===== config.mk =====
export PLATFORM = sky130hd
export DESIGN_NAME = apu_note_sequencer
export DESIGN_NICKNAME = d
export VERILOG_FILES = /design/src/rtl/apu_note_sequencer.sv
export SDC_FILE = /design/constraint.sdc
export NUM_CORES = 1
export LEC_CHECK = 0
export CAP_MARGIN = 30
export CORE_ASPECT_RATIO = 0.9
export CORE_MARGIN = 3
export CORE_UTILIZATION = 65
export CTS_CLUSTER_DIAMETER = 150
export DETAILED_ROUTE_END_ITERATION = 16
export PLACE_DENSITY = 0.92
export SYNTH_ARGS = -nofsm -noshare
export SYNTH_HDL_FRONTEND = slang
export SYNTH_SLANG_ARGS = --single-unit

===== constraint.sdc =====
create_clock -name clk -period 9.13 [get_ports clk]
set_clock_uncertainty 0.2 [all_clocks]
set_input_delay 1.3695 -clock clk [delete_from_list [all_inputs] [get_ports clk]]
set_output_delay 1.3695 -clock clk [all_outputs]
set_load 0.02 [all_outputs]

===== src/rtl/apu_note_sequencer.sv =====
// apu_note_sequencer: frame-locked looping step sequencer feeding the APU pitch input.
// A programmable pattern of STEPS pitches is played one step every (tempo+1) frames;
// the gate is dropped for the last frame of each multi-frame step to separate notes.
module apu_note_sequencer #(
    parameter int STEPS   = 16,
    parameter int PITCH_W = 8,
    parameter int ADDR_W  = $clog2(STEPS)
) (
    input  logic               clk,
    input  logic               rst_n,
    input  logic               frame_tick,
    input  logic               run,
    input  logic [3:0]         tempo,
    input  logic [ADDR_W-1:0]  loop_last,
    input  logic               wr_en,
    input  logic [ADDR_W-1:0]  wr_addr,
    input  logic [PITCH_W-1:0] wr_data,
    output logic [PITCH_W-1:0] pitch_out,
    output logic               gate_out,
    output logic [ADDR_W-1:0]  step_idx,
    output logic               step_pulse
);

    typedef enum logic [1:0] {
        IDLE = 2'd0,
        PLAY = 2'd1,
        GAP  = 2'd2
    } state_t;

    state_t              state_r, state_s;
    logic [3:0]          frame_cnt_r, frame_cnt_s;
    logic [3:0]          tempo_q_r, tempo_q_s;
    logic [ADDR_W-1:0]   step_idx_r, step_idx_s;
    logic [PITCH_W-1:0]  pitch_r, pitch_s;
    logic                gate_r, gate_s;
    logic                pulse_r, pulse_s;
    logic [PITCH_W-1:0]  pattern_r [STEPS];

    logic                load_s;
    logic [ADDR_W-1:0]   load_idx_s;
    logic [PITCH_W-1:0]  load_val_s;

    // Entry fetched on a step load; a same-cycle write to that entry wins.
    always_comb begin
        load_val_s = pattern_r[load_idx_s];
        if (wr_en && (wr_addr == load_idx_s)) begin
            load_val_s = wr_data;
        end else begin
            load_val_s = pattern_r[load_idx_s];
        end
    end

    // Next-state and next-output logic of the play FSM.
    always_comb begin
        state_s     = state_r;
        frame_cnt_s = frame_cnt_r;
        tempo_q_s   = tempo_q_r;
        step_idx_s  = step_idx_r;
        pitch_s     = pitch_r;
        gate_s      = gate_r;
        pulse_s     = 1'b0;
        load_s      = 1'b0;
        load_idx_s  = step_idx_r;
        case (state_r)
            IDLE: begin
                if (run) begin
                    state_s     = PLAY;
                    frame_cnt_s = 4'd0;
                    tempo_q_s   = tempo;
                    load_s      = 1'b1;
                    load_idx_s  = '0;
                end else begin
                    state_s = IDLE;
                end
            end
            PLAY, GAP: begin
                if (!run) begin
                    state_s     = IDLE;
                    frame_cnt_s = 4'd0;
                    step_idx_s  = '0;
                    pitch_s     = '0;
                    gate_s      = 1'b0;
                end else if (frame_tick) begin
                    if (frame_cnt_r == tempo_q_r) begin
                        state_s     = PLAY;
                        frame_cnt_s = 4'd0;
                        tempo_q_s   = tempo;
                        load_s      = 1'b1;
                        if (step_idx_r >= loop_last) begin
                            load_idx_s = '0;
                        end else begin
                            load_idx_s = step_idx_r + ADDR_W'(1);
                        end
                    end else if ((state_r == PLAY) && (tempo_q_r != 4'd0) &&
                                 (frame_cnt_r == (tempo_q_r - 4'd1))) begin
                        state_s     = GAP;
                        gate_s      = 1'b0;
                        frame_cnt_s = frame_cnt_r + 4'd1;
                    end else begin
                        frame_cnt_s = frame_cnt_r + 4'd1;
                    end
                end else begin
                    state_s = state_r;
                end
            end
            default: begin
                state_s     = IDLE;
                frame_cnt_s = 4'd0;
                step_idx_s  = '0;
                pitch_s     = '0;
                gate_s      = 1'b0;
            end
        endcase
        if (load_s) begin
            step_idx_s = load_idx_s;
            pitch_s    = load_val_s;
            gate_s     = (load_val_s != '0);
            pulse_s    = 1'b1;
        end else begin
            pulse_s    = 1'b0;
        end
    end

    // FSM state, counters and registered outputs.
    always_ff @(posedge clk or negedge rst_n) begin
        if (!rst_n) begin
            state_r     <= IDLE;
            frame_cnt_r <= 4'd0;
            tempo_q_r   <= 4'd0;
            step_idx_r  <= '0;
            pitch_r     <= '0;
            gate_r      <= 1'b0;
            pulse_r     <= 1'b0;
        end else begin
            state_r     <= state_s;
            frame_cnt_r <= frame_cnt_s;
            tempo_q_r   <= tempo_q_s;
            step_idx_r  <= step_idx_s;
            pitch_r     <= pitch_s;
            gate_r      <= gate_s;
            pulse_r     <= pulse_s;
        end
    end

    // Pattern storage, writable in any state.
    always_ff @(posedge clk or negedge rst_n) begin
        if (!rst_n) begin
            for (int i = 0; i < STEPS; i++) begin
                pattern_r[i] <= '0;
            end
        end else if (wr_en) begin
            pattern_r[wr_addr] <= wr_data;
        end
    end

    assign pitch_out  = pitch_r;
    assign gate_out   = gate_r;
    assign step_idx   = step_idx_r;
    assign step_pulse = pulse_r;

endmodule


==> impl.org <==
** Clock tree
- Buffer type at the clock tree root :: sky130_fd_sc_hd__clkbuf_16
- CTS Buf Count :: 17
- At the later pin of the worst-skew pair, clock insertion delay measures 0.43 ns.
- TritonCTS built the clock tree.
- Clock-pin slew of the registers on the worst-case setup and hold paths :: 0.06 ns
- The number of gates resized after CTS was 0.
- The tree built by TritonCTS fans out to 152 sinks.
- Total setup buffers inserted after CTS :: 0
- The H-tree was split into 4 levels.
- The clock passes through at most 2 buffers.
- Number of buffers inserted for hold repair after clock tree synthesis :: 0

** Global route
- Total overflow reported by the global router :: 0
- Global-route wire length before repair :: 31.19 mm
- Maximum number of pins on one net before global-route repair :: 80
- Number of antenna violations at the first check in global routing :: 0
- Total routing resource utilization after global routing :: 31.34%
- Number of global-route vias before repair :: 5675

** Setup path
- The worst setup path is captured at a register.
- In this run the worst path has a maximum fanout of 26.
- Launching element type of the critical path :: primary input
- The worst setup path is of the primary input to register kind.
- At the worst endpoint, the arrival time is 5.57 ns.
- Number of cells traversed by the worst register-to-register path :: 13
- Required time of the worst setup path :: 9.24 ns

** Floorplanning
- Pin placement for this block handled 39 I/O pins.
- Core Rows :: 36
- Measured along the x axis, the die boundary spans 120.4 µm.
- The die is 109.0 µm tall.
- For this configuration, the core starts out at a cell density of 68.56%.
- The floorplan step defined a die boundary enclosing 13120 µm².
- Area inside the core boundary :: 11170 µm²

** Routing
- Ratio of routed vias to standard cells :: 6.762
- Final routed DRC violation total :: 0
- The detail route stage leaves a number of antenna-violating nets equal to 0.
- After the first detailed-routing iteration, the DRC count stood at 713.
- Wire length per cell :: 23.22 µm
- Via count :: 5734
- Overall routed net length :: 19.69 mm
- Before antenna repair, the detailed router went through 7 iterations.

** Synthesis
- The share of the Yosys chip area taken by registers is 49.67%.
- Summing the areas of all xor and xnor instances in the mapped netlist gives 1.536% of the synthesized area.
- EDFF count, synth :: 0
- Unique masters post-synth :: 63
- In this run, synthesis produced a sequential element count of 152.
- Simple-gate portion of the synthesized area :: 10.13%
- Net count of the mapped netlist :: 690
- Arithmetic-cell share of the synthesized area counting full adders, half adders and majority gates :: 1.634%
- Summing the areas of all compound-gate instances in the mapped netlist gives 10.16% of the synthesized area.
- The synthesized design devotes to its leading area cell type 49.67% of total area.
- After synthesis, the largest family of logic cells by area is multiplexers.
- Among all cell types in the netlist, the one instantiated most often is sky130_fd_sc_hd__dfrtp_1.
- The portion of synthesized area spent on multiplexers is 24.00%.
- Sorting the synthesized cells by area gives the leading types as sky130_fd_sc_hd__dfrtp_1 50%, sky130_fd_sc_hd__mux2_2 20%, sky130_fd_sc_hd__mux2i_1 4.4%.
- Dominant register cell in the synthesized netlist :: sky130_fd_sc_hd__dfrtp_1
- Most frequent cells after synthesis :: 152 x sky130_fd_sc_hd__dfrtp_1, 133 x sky130_fd_sc_hd__mux2_2, 83 x sky130_fd_sc_hd__nand2_1, 34 x sky130_fd_sc_hd__mux2i_1, 27 x sky130_fd_sc_hd__nor2_1
- In this run the mean area of a mapped cell was 11.69 µm².
- Yosys printed 0 warnings.
- Post-synthesis cell count :: 655
- Share of async-settable or async-resettable flops after synthesis :: 100.0%
- Cell accounting for the most synthesized area :: sky130_fd_sc_hd__dfrtp_1
- In this run the cell area of the synthesized design comes to 7659 µm².

** Min path
- The worst hold path belongs to the class register to register.
- Hold depth :: 1

** Place
- The congestion estimate from routability-driven global placement came to 0.9601.
- Number of buffer cells added on primary ports :: 38
- HPWL Detailed :: 12.97 mm

** STA
- In this run the tightest slew margin relative to its limit is 28.02%.
- The hold violation total from the final report was 0.
- Slew @ Worst Pin :: 1.076 ns
- The number of slew-limit violations in the final report was 0.
- After layout, the worst path uses 59.81% of the clock period.
- Setup violations remaining at the end of the flow were counted as 0.
- The clock period could shrink to 5.461 ns.
- Adding up every negative setup slack in the final design gives 0 ns.
- Maximum frequency from static timing analysis :: 0.1831 GHz
- Setup repair after global routing left no endpoint under its margin.

** Outcome
- Run status :: complete, no violations

** Finish
- Relative to the synthesized area, the layout overhead comes to 13.87%.
- Cells fill 78.07% of the core in the end.
- After filler insertion, the fill cell instance count of the layout stands at 675.
- Ratio of cells with drive above 1 in the final layout :: 27.73%
- The number of antenna diodes in the final layout is 0.
- Number of nets at the end of the flow :: 718

** Power
- Leak Pwr :: 3.595 nW
- Dividing total power by cell area gives a power density of 255.1 nW/µm².
- Peak supply drop :: 0.1778 mV

** Run
- Max-cap violations :: 0
==> sequential cells by signal, indices dropped and copies added, names as in the netlist <==
signal       cells
gate_out         1
pattern_r      128
tempo_q_r        4
state_r          2
pitch_out        8
frame_cnt_r      4
step_pulse       1
step_idx         4
==> cells in the final DEF, fill, tap and decap left out, drive strengths merged, types with 3 or more instances in the layout <==
| cell type | count |
|---|---|
| nand2 | 84 |
| nand3 | 13 |
| xnor2 | 9 |
| clkbuf | 20 |
| a221oi | 10 |
| inv | 18 |
| a21oi | 18 |
| clkinvlp | 4 |
| a31oi | 3 |
| a32oi | 5 |
| nand4 | 5 |
| a22o | 3 |
| buf | 8 |
| nand2b | 10 |
| o31ai | 4 |
| nor3 | 5 |
| a31o | 3 |
| nor2 | 28 |
| o221ai | 3 |
| a32o | 8 |
| ha | 10 |
| o211ai | 4 |
| nand3b | 5 |
| dfrtp | 152 |
| clkdlybuf4s50 | 37 |
| o21ai | 26 |
| a22oi | 3 |
| mux2i | 34 |
| mux2 | 133 |
==> kinds of logic after synthesis <==
group	count (synthesis)
mux	167
fa+ha+maj	10
buf+inv	50
flops	152
xor+xnor	10
compound gates	102
simple gates	164
==> metal layers <==
layer  vias up  wire length [µm]  GRT usage, %
li1       2425                 -             -
met1      2905              7853         40.91
met2       344              9601         51.14
met3        60              1674         8.039
met4         0               558         11.81
met5         -                 0             0
==> through the flow <==
step | total power, mW | hold WS (ns) | worst slack, ns | instance area [µm²] | cells
3_5_place_dp | 1.498 | 0.2951 | 3.437 | 8108 | 815
5_1_grt | 2.312 | 0.3131 | 3.536 | 8721 | 848
2_1_floorplan | 1.300 | 0.2787 | 4.628 | 7659 | 655
4_1_cts | 2.220 | 0.3091 | 3.829 | 8713 | 847
3_3_place_gp | 1.456 | 0.2867 | 3.576 | 8108 | 815
6_report | 2.225 | 0.3079 | 3.669 | 8721 | 848
==> where the power goes <==
| part | switching [mW] | internal [mW] | leakage, nW |
|---|---|---|---|
| Combinational | 0.274 | 0.262 | 1.43 |
| Clock | 0.290 | 0.427 | 0.286 |
| Sequential | 0.130 | 0.841 | 1.88 |
| Total | 0.694 | 1.53 | 3.60 |
==> cell type report <==
cell class	instances	area (µm²)	share of cell area (%)
inverter	14	52.55	0.6026
multi-input combinational	453	3635	41.68
sequential	152	3804	43.62
tap	152	190.2	2.181
clock inverter	12	138.9	1.593
clock buffer	20	466.7	5.352
timing repair buffer	45	434.2	4.978
==> worst max-delay path, cell delays in order <==
cell and delay [ns]:
sky130_fd_sc_hd__clkdlybuf4s50_1 0.40, sky130_fd_sc_hd__ha_1 0.29, sky130_fd_sc_hd__nand2b_4 0.13, sky130_fd_sc_hd__a2111o_1 0.50, sky130_fd_sc_hd__a21oi_4 0.22, sky130_fd_sc_hd__a22o_1 0.59
sky130_fd_sc_hd__buf_4 0.42, sky130_fd_sc_hd__xnor2_1 0.13, sky130_fd_sc_hd__nand4_1 0.31, sky130_fd_sc_hd__nand2_1 0.21, sky130_fd_sc_hd__o32ai_1 0.46, sky130_fd_sc_hd__o21ai_1 0.13
sky130_fd_sc_hd__o41a_1 0.41
==> final timing paths <==
kind	slack, ns	from	end
max	3.67	loop_last[0]	gate_out$_DFFE_PN0P_
min	0.31	pattern_r[48]$_DFFE_PN0P_	pattern_r[48]$_DFFE_PN0P_
max reg2reg	4.49	step_idx[0]$_DFFE_PN0P_	gate_out$_DFFE_PN0P_
min reg2reg	0.31	pattern_r[48]$_DFFE_PN0P_	pattern_r[48]$_DFFE_PN0P_
max in group asynchronous	6.55	rst_n	pattern_r[37]$_DFFE_PN0P_
min in group asynchronous	0.77	rst_n	pattern_r[118]$_DFFE_PN0P_
Note: power is estimated with default switching activity, not from simulation.
